`src/rtl/scalar_mul_operand_loader.sv`:
```
// Host-side loader for the scalar-multiplication RAM port a: packs Word-wide host
// beats into one Data-wide operand for writes and streams a stored operand back as beats.
module scalar_mul_operand_loader #(
    parameter int unsigned Data = 256,
    parameter int unsigned Addr = 5,
    parameter int unsigned Word = 32
) (
    input  logic              clk,
    input  logic              rst,
    input  logic              cmd_valid,
    output logic              cmd_ready,
    input  logic              cmd_rd,
    input  logic [Addr:0]     cmd_addr,
    input  logic              wr_valid,
    output logic              wr_ready,
    input  logic [Word-1:0]   wr_data,
    output logic              rd_valid,
    input  logic              rd_ready,
    output logic [Word-1:0]   rd_data,
    output logic              busy,
    output logic              done,
    output logic              a_w,
    output logic [Addr:0]     a_adbus,
    output logic [Data-1:0]   a_data_in,
    input  logic [Data-1:0]   a_data_out
);

    localparam int unsigned N     = Data / Word;
    localparam int unsigned BeatW = (N > 1) ? $clog2(N) : 1;

    typedef enum logic [2:0] {
        S_IDLE,
        S_LOAD,
        S_WRITE,
        S_READ_REQ,
        S_READ_WAIT,
        S_STREAM
    } state_e;

    state_e             state_q;
    state_e             state_d;
    logic [Addr:0]      addr_q;
    logic [Data-1:0]    operand_q;
    logic [BeatW-1:0]   beat_q;
    logic [BeatW-1:0]   beat_inc_c;
    logic               last_beat_c;
    logic               wr_hs_c;
    logic               rd_hs_c;

    assign beat_inc_c  = beat_q + BeatW'(1);
    assign last_beat_c = (beat_q == BeatW'(N - 1));
    assign wr_hs_c     = wr_valid && wr_ready;
    assign rd_hs_c     = rd_valid && rd_ready;

    // The RAM sees the latched address and the packed operand directly from registers.
    assign a_adbus   = addr_q;
    assign a_data_in = operand_q;

    always_comb begin
        state_d = state_q;
        case (state_q)
            S_IDLE:      if (cmd_valid && cmd_ready) state_d = cmd_rd ? S_READ_REQ : S_LOAD;
            S_LOAD:      if (wr_hs_c && last_beat_c) state_d = S_WRITE;
            S_WRITE:     state_d = S_IDLE;
            S_READ_REQ:  state_d = S_READ_WAIT;
            S_READ_WAIT: state_d = S_STREAM;
            S_STREAM:    if (rd_hs_c && last_beat_c) state_d = S_IDLE;
            default:     state_d = S_IDLE;
        endcase
    end

    // Status flags are registered from the next state so they line up with it.
    always_ff @(posedge clk) begin
        if (rst) begin
            state_q   <= S_IDLE;
            cmd_ready <= 1'b1;
            busy      <= 1'b0;
            wr_ready  <= 1'b0;
            rd_valid  <= 1'b0;
            a_w       <= 1'b0;
            done      <= 1'b0;
            rd_data   <= '0;
            addr_q    <= '0;
            operand_q <= '0;
            beat_q    <= '0;
        end else begin
            state_q   <= state_d;
            cmd_ready <= (state_d == S_IDLE);
            busy      <= (state_d != S_IDLE);
            wr_ready  <= (state_d == S_LOAD);
            rd_valid  <= (state_d == S_STREAM);
            a_w       <= (state_d == S_WRITE);
            done      <= (state_q == S_WRITE) || ((state_q == S_STREAM) && rd_hs_c && last_beat_c);
            case (state_q)
                S_IDLE: begin
                    if (cmd_valid && cmd_ready) begin
                        addr_q <= cmd_addr;
                        beat_q <= '0;
                    end
                end
                S_LOAD: begin
                    if (wr_hs_c) begin
                        operand_q[32'(beat_q) * Word +: Word] <= wr_data;
                        beat_q <= last_beat_c ? '0 : beat_inc_c;
                    end
                end
                S_READ_WAIT: begin
                    operand_q <= a_data_out;
                    rd_data   <= a_data_out[Word-1:0];
                    beat_q    <= '0;
                end
                S_STREAM: begin
                    if (rd_hs_c) begin
                        beat_q <= last_beat_c ? '0 : beat_inc_c;
                        if (!last_beat_c) begin
                            rd_data <= operand_q[32'(beat_inc_c) * Word +: Word];
                        end
                    end
                end
                default: ;
            endcase
        end
    end

endmodule

```
`config.mk`:
```
export PLATFORM = sky130hd
export DESIGN_NAME = scalar_mul_operand_loader
export DESIGN_NICKNAME = d
export VERILOG_FILES = /design/src/rtl/scalar_mul_operand_loader.sv
export SDC_FILE = /design/constraint.sdc
export NUM_CORES = 1
export LEC_CHECK = 0
export CAP_MARGIN = 20
export CORE_AREA = 10 10 226 228
export DETAILED_ROUTE_END_ITERATION = 12
export DIE_AREA = 0 0 236 238
export PLACE_DENSITY = 0.76
export SYNTH_ARGS = -nofsm -noshare
export SYNTH_HDL_FRONTEND = slang
export SYNTH_SLANG_ARGS = --single-unit
```
`constraint.sdc`:
```
create_clock -name clk -period 3.05 [get_ports clk]
set_clock_uncertainty 0.05 [all_clocks]
set_input_delay 0.915 -clock clk [delete_from_list [all_inputs] [get_ports clk]]
set_output_delay 0.915 -clock clk [all_outputs]
set_load 0.02 [all_outputs]
```
==> key figures, run 1 <==
Yosys
  – Commonest cells in the netlist: dfxtp_1 (306), nand2_1 (184), a21oi_1 (168), o21ai_0 (144), clkbuf_1 (118)
  – Area share of the leading cell type in the synthesized netlist: 0.405
  – Yosys warning total: 0
  – Seq/Total Area, Yosys: 0.405
  – Top_reg_cell synth: dfxtp_1
  – Synth Area in Simple Gates: 0.148
  – Most frequent cell after synthesis: dfxtp_1
  – Distinct cells, synth: between 50 and 60
  – Top cells by area, synth: dfxtp_1 (40%), mux4_2 (9.5%), a21oi_1 (5.6%)
  – Syn Inst Count: between 1500 and 2000
  – Syn Nets: between 2000 and 2500
  – Post-Synth Adder-Cell Area: 0.00331
  – XOR/XNOR Fraction of Synth Area: 0
  – Combinational family with the most area after synthesis: compound AO/OA/AOI/OAI gates
  – Post-synthesis compound-gate area fraction: 0.244
  – Syn_area_per_cell: between 8 and 9 sq um
  – Mapped cell area: approximately 15000 sq um
  – Seq cells post-synth: 306
  – Yosys top cell by area: dfxtp_1
  – Post-synth EDFFs: 0
  – Synth async-reset ratio: 0
  – Mux cell area share after synthesis: 0.144

Clock tree
  – Clk Latency, worst-skew pair: around 0.54 ns
  – Clk buf depth: 3
  – CTS buffer count: 37
  – CTS tree: built
  – Hold Buf Count CTS: 0
  – CTS clk-pin slew, worst paths: 0.06 ns
  – Setup Fix Bufs, Post-CTS: 0
  – # H-tree levels: 2
  – Post-CTS sizing: 0
  – Clock root buffer: clkbuf_16
  – Clk sinks: between 300 and 400

GRT
  – Largest net degree at the start of global routing: approximately 100
  – Most Crowded Layer GR: met2
  – GRT Resource Usage Total: 0.289
  – Vias in the first global route: approximately 17000
  – Grt met2 use: 0.428
  – Initial antenna violation count: 10
  – Remaining Overflow, GRT: 0
  – Met3 Usage GRT: 0.0942
  – First-pass GRT wire length: ~120 mm
  – Met1 Track Usage GR: 0.377

Pwr
  – Cell area power density: 513 nW/um^2
  – Leakage: a little under 8 nW
  – Comb power frac: 0.238
  – Sw frac: 0.308
  – Clock Power Share: 0.383
  – Internal: between 0.008 and 0.009 W
  – Tot Pwr: roughly 0.012 W
  – Register share of total power: 0.379
  – Sw Pwr: approximately 0.0037 W
  – Worst vdd ir: between 0.3 and 0.4 mV

Floorplan
  – Area of the die: about 56000 sq um
  – Initial Utilization: 0.326
  – Core area: around 46000 sq um
  – Die Width: 236 um
  – FP Rows: 79
  – IO Count: 600
  – Die Span Y: 238 um

Critical path
  – Worst-path cell chain: clkdlybuf4s50_1
  – Crit Path Max Fanout: 3
  – CP max-delay cell: clkdlybuf4s50_1
  – Top Family by Delay on Critical Path: buffers and inverters
  – Crit. End Element: output port
  – Worst EP required: about 2.1 ns
  – Setup CP Type: flop to output port
  – Reg-to-reg slack, setup: 0.42 ns
  – CP peak stage delay: just under 0.7 ns
  – CP Data Arrival Time: 1.71 ns
  – Buffers and inverters on the worst path: 1
  – CP startpoint kind: flop

Layout
  – Final net count: approximately 2500
  – Utilization after layout: 0.501
  – Layout area overhead: 53.4%
  – FILL cells: 4215
  – Layout cells sized above 1: 0.0969

Placement
  – Final GP Congestion: roughly 0.97
  – Pre-CTS setup slack: -0.0109 ns
  – Dpl hpwl: approximately 64 mm
  – PortBufs: between 500 and 600

Hold path
  – Hold crit path type: flop to flop

STA
  – Final setup fails: 0
  – Max Clk Rate: 374 MHz
  – Final period utilization: 0.876
  – Endpoints failing hold: 0
  – Max-slew violation count: 0
  – PnR worst setup slack: roughly 0.38 ns
  – Minimum clock period: approximately 2.7 ns
  – Rel. slew slack: 0.434
  – RSZ-0062 raised after global routing: false
  – Worst-margin pin slew: between 0.8 and 0.9 ns

Outcome
  – Status: completed

Detailed routing
  – Drt pass-1 iters: 6
  – Via count: about 18000
  – WL/cell: between 30 and 40 um
  – Via density: a little over 6
  – Detailed Route Iter0 Violations: 2454
  – Post-route DRC: 0
  – Remaining antenna violation count: 0
  – Final Routed Wirelength: 86.9 mm

Job
  – Max Cap Violations: 0
[placed cells by master (no fill, tap or decap), types with 3 or more instances in the layout]
cell type	instances
clkdlybuf4s50_1	598
dfxtp_1	306
nand2_1	184
a21oi_1	168
o21ai_0	144
nand3_1	96
mux2i_1	73
nor2_1	68
a211oi_1	64
mux4_2	64
a22oi_1	57
nor3_1	57
buf_4	43
a31oi_1	41
clkbuf_16	37
nand4_1	35
a211o_1	32
a32oi_1	28
buf_12	25
o311ai_1	19
a311oi_1	11
diode_2	9
clkbuf_8	9
clkbuf_1	7
clkinv_2	4
inv_1	4
o311ai_2	4
clkinv_4	4
and3b_1	3
o21a_1	3
bufinv_16	3
[final timing paths]
path | endpoint | from | cells past startpoint
worst min register to register | rd_data[12] | rd_data[12] | 2
worst min-delay path | rd_data[12] | rd_data[12] | 2
worst max-delay path | a_data_in[29] | a_data_in[29] | 1
worst max register to register | a_data_in[193] | beat_q[1] | 8
[routing by layer]
metal,vias up,share of wire
li1,7479,-
met1,8525,0.39
met2,1381,0.43
met3,186,0.13
met4,4,0.045
met5,-,0.00031
[power groups by stage]
stage	registers (W)	clock network [W]	logic (W)
global route	0.00454	0.00473	0.00297
finish	0.00452	0.00456	0.00284
detailed placement	0.00459	0	0.00280
global placement	0.00458	0	0.00278
CTS	0.00451	0.00461	0.00282
floorplan	0.00480	0	0.00103
[cell families after synthesis]
family / Yosys count
flops: 306
buf+inv: 198
compound gates: 580
fa+ha+maj: 4
simple gates: 476
mux: 137
[per-stage QoR]
step | instance area (sq um) | hold slack, ns | TNS (ns) | instances
after detailed placement | 22000 | 0.399 | -0.0109 | 2783
after global routing | 23200 | 0.425 | 0 | 2851
final | 23200 | 0.406 | 0 | 2855
after global placement | 22000 | 0.392 | -0.0105 | 2783
after CTS | 23200 | 0.407 | 0 | 2846
after floorplan | 15100 | 0.450 | 0 | 1701
[flip-flops by register name, indices dropped and copies added (netlist names)]
register	cells
a_data_in	256
rd_data	32
a_adbus	6
beat_q	3
state_q	3
a_w	1
busy	1
cmd_ready	1
done	1
rd_valid	1
wr_ready	1
[layout make-up]
cell class,instances,area [sq um],area share
tap,607,759,0.0327
antenna,9,22.5,0.000970
sequential,306,6130,0.264
inverter,6,28.8,0.00124
timing repair buffer,667,6820,0.294
multi-input combinational,1197,8240,0.355
clock inverter,10,140,0.00604
clock buffer,53,1080,0.0463
Power figures use the tool's default switching activity.
==> run 2: changes to the inputs <==
--- a/config.mk
+++ b/config.mk
@@ -6,10 +6,11 @@
 export NUM_CORES = 1
 export LEC_CHECK = 0
 export CAP_MARGIN = 20
-export CORE_AREA = 10 10 226 228
+export CORE_AREA = 2 2 231 233
 export DETAILED_ROUTE_END_ITERATION = 12
-export DIE_AREA = 0 0 236 238
-export PLACE_DENSITY = 0.76
+export DIE_AREA = 0 0 233 235
+export HOLD_SLACK_MARGIN = 0.02
+export PLACE_DENSITY = 0.7
 export SYNTH_ARGS = -nofsm -noshare
 export SYNTH_HDL_FRONTEND = slang
 export SYNTH_SLANG_ARGS = --single-unit
==> key figures, run 2 (same netlist as run 1, synthesis figures left out) <==
Outcome
  – Status: completed

GRT
  – Vias in the first global route: 16800 (-0.0059%)
  – GRT Resource Usage Total: 0.288 (-0.000729)
  – Initial antenna violation count: 15 (+5)
  – First-pass GRT wire length: 117 mm (-4.4%)
  – Remaining Overflow, GRT: 0 (unchanged)
  – Largest net degree at the start of global routing: 101 (-1.9%)

Pwr
  – Leakage: 7.89 nW (about the same)
  – Cell area power density: 514 nW/um^2 (+0.13%)
  – Worst vdd ir: 0.344 mV (-5.9%)
  – Tot Pwr: 0.0120 W (+0.59%)

Floorplan
  – Die Span Y: 235 um (-1.3%)
  – Area of the die: 54800 sq um (-2.5%)
  – IO Count: 600 (unchanged)
  – Core area: 52200 sq um (+13%)
  – Initial Utilization: 0.290 (-0.0367)
  – Die Width: 233 um (-1.3%)
  – FP Rows: 84 (+6.3%)

Clock tree
  – Clk sinks: 306 (unchanged)
  – Clk Latency, worst-skew pair: 0.55 ns (about the same)
  – CTS tree: built
  – # H-tree levels: 2 (unchanged)
  – CTS buffer count: 39 (+5.4%)
  – Hold Buf Count CTS: 0 (unchanged)
  – CTS clk-pin slew, worst paths: 0.05 ns (about the same)
  – Clk buf depth: 3 (unchanged)
  – Setup Fix Bufs, Post-CTS: 0 (unchanged)
  – Post-CTS sizing: 0 (unchanged)
  – Clock root buffer: clkbuf_16

Layout
  – Number of flip-flops in the largest register: 256 (unchanged)
  – Layout area overhead: 54.1%
  – Utilization after layout: 0.447 (-0.0543)
  – Most frequent cells in the layout: clkdlybuf4s50_1 (598), dfxtp_1 (306), nand2_1 (184)
  – Final net count: 2517 (-0.079%)
  – Final non-filler cell total: 2938 (+2.9%)
  – Layout cells sized above 1: 0.0968 (-0.000130)
  – Commonest non-fill, non-tap cell in the layout: clkdlybuf4s50_1

Detailed routing
  – Via count: 17300 (-1.3%)
  – Via density: 5.90 (-4.1%)
  – WL/cell: 28.1 um (-7.8%)
  – Detailed Route Iter0 Violations: 1710 (-30%)
  – Post-route DRC: 0 (unchanged)
  – Remaining antenna violation count: 0 (unchanged)
  – Final Routed Wirelength: 82.4 mm (-5.2%)
  – Drt pass-1 iters: 6 (unchanged)

Hold path
  – Origin of the worst min-delay path: rd_data[16]
  – Hold crit path type: flop to flop

Critical path
  – CP Data Arrival Time: 1.73 ns (+0.02 ns)
  – Top Family by Delay on Critical Path: buffers and inverters
  – Crit Path Max Fanout: 3 (unchanged)
  – Crit. End Element: output port
  – CP max-delay cell: clkdlybuf4s50_1
  – Buffers and inverters on the worst path: 1 (unchanged)
  – Worst EP required: 2.08 ns (about the same)
  – Worst r2r src: beat_q[1]
  – Crit. Startpoint: a_data_in[130]
  – Worst-path cell chain: clkdlybuf4s50_1
  – CP startpoint kind: flop
  – CP peak stage delay: 0.67 ns (about the same)
  – Setup CP Type: flop to output port

STA
  – RSZ-0062 raised after global routing: false
  – Final period utilization: 0.884 (+0.00855)
  – PnR worst setup slack: 0.353 ns (-0.0261 ns)
  – Worst-margin pin slew: 0.787 ns (-0.0593 ns)
  – Max Clk Rate: 371 MHz (-0.97%)
  – Rel. slew slack: 0.474 (+0.0397)
  – Max-slew violation count: 0 (unchanged)
  – Final setup fails: 0 (unchanged)
  – Endpoints failing hold: 0 (unchanged)
  – Minimum clock period: 2.70 ns (+0.0261 ns)

Placement
  – Dpl hpwl: 60.5 mm (-5.7%)
  – Pre-CTS setup slack: -0.0521 ns (-0.0412 ns)
  – PortBufs: 599 (unchanged)
  – DP Cell Count: 2860 (+2.8%)
  – Final GP Congestion: 0.950 (-2.2%)

Job
  – Max Cap Violations: 0 (unchanged)
[run 2: cell types whose count changed in the layout (fill, tap and decap cells not counted)]
cell	delta
bufinv_16	-1
clkbuf_16	+4
inv_6	+2
buf_4	-3
clkbuf_1	+3
clkbuf_8	-5
clkinvlp_4	+3
clkinv_4	-2
diode_2	-1
buf_12	-1
clkinv_2	+3
[run 2: final timing paths]
check                                 endpoint  slack [ns]  depth (start not counted)
worst max-delay path            a_data_in[130]        0.35                          1
worst min-delay path               rd_data[16]        0.40                          2
worst max register to register  a_data_in[196]        0.41                          8
worst min register to register     rd_data[16]        0.40                          2
[run 2: cell type report]
type                       instances  area [sq um]
inverter                           6          28.8
timing repair buffer             663          6780
fill                            5046         28900
tap                              688           861
clock inverter                    15           148
clock buffer                      55          1120
antenna                            8          20.0
sequential                       306          6130
multi-input combinational       1197          8240
[run 2: layer usage]
metal / share of wire / GRT usage / routed length (um)
met2: 0.44 / 0.431 / 36200
met4: 0.040 / 0.127 / 3260
met3: 0.11 / 0.0694 / 9430
met1: 0.41 / 0.392 / 33500
met5: 0.00036 / 0 / 30
[run 2: stage by stage]
step	hold WS (ns)	area, sq um	TNS (ns)
3_3_place_gp	0.394	22000	-0.0445
5_1_grt	0.426	23300	0
3_5_place_dp	0.396	22000	-0.348
6_report	0.402	23300	0
4_1_cts	0.404	23300	0
2_1_floorplan	0.450	15100	0
[run 2: where the power goes]
part           internal [W]  switching, W
clock network       0.00274       0.00193
registers           0.00426      0.000252
logic               0.00129       0.00152
total               0.00829       0.00371
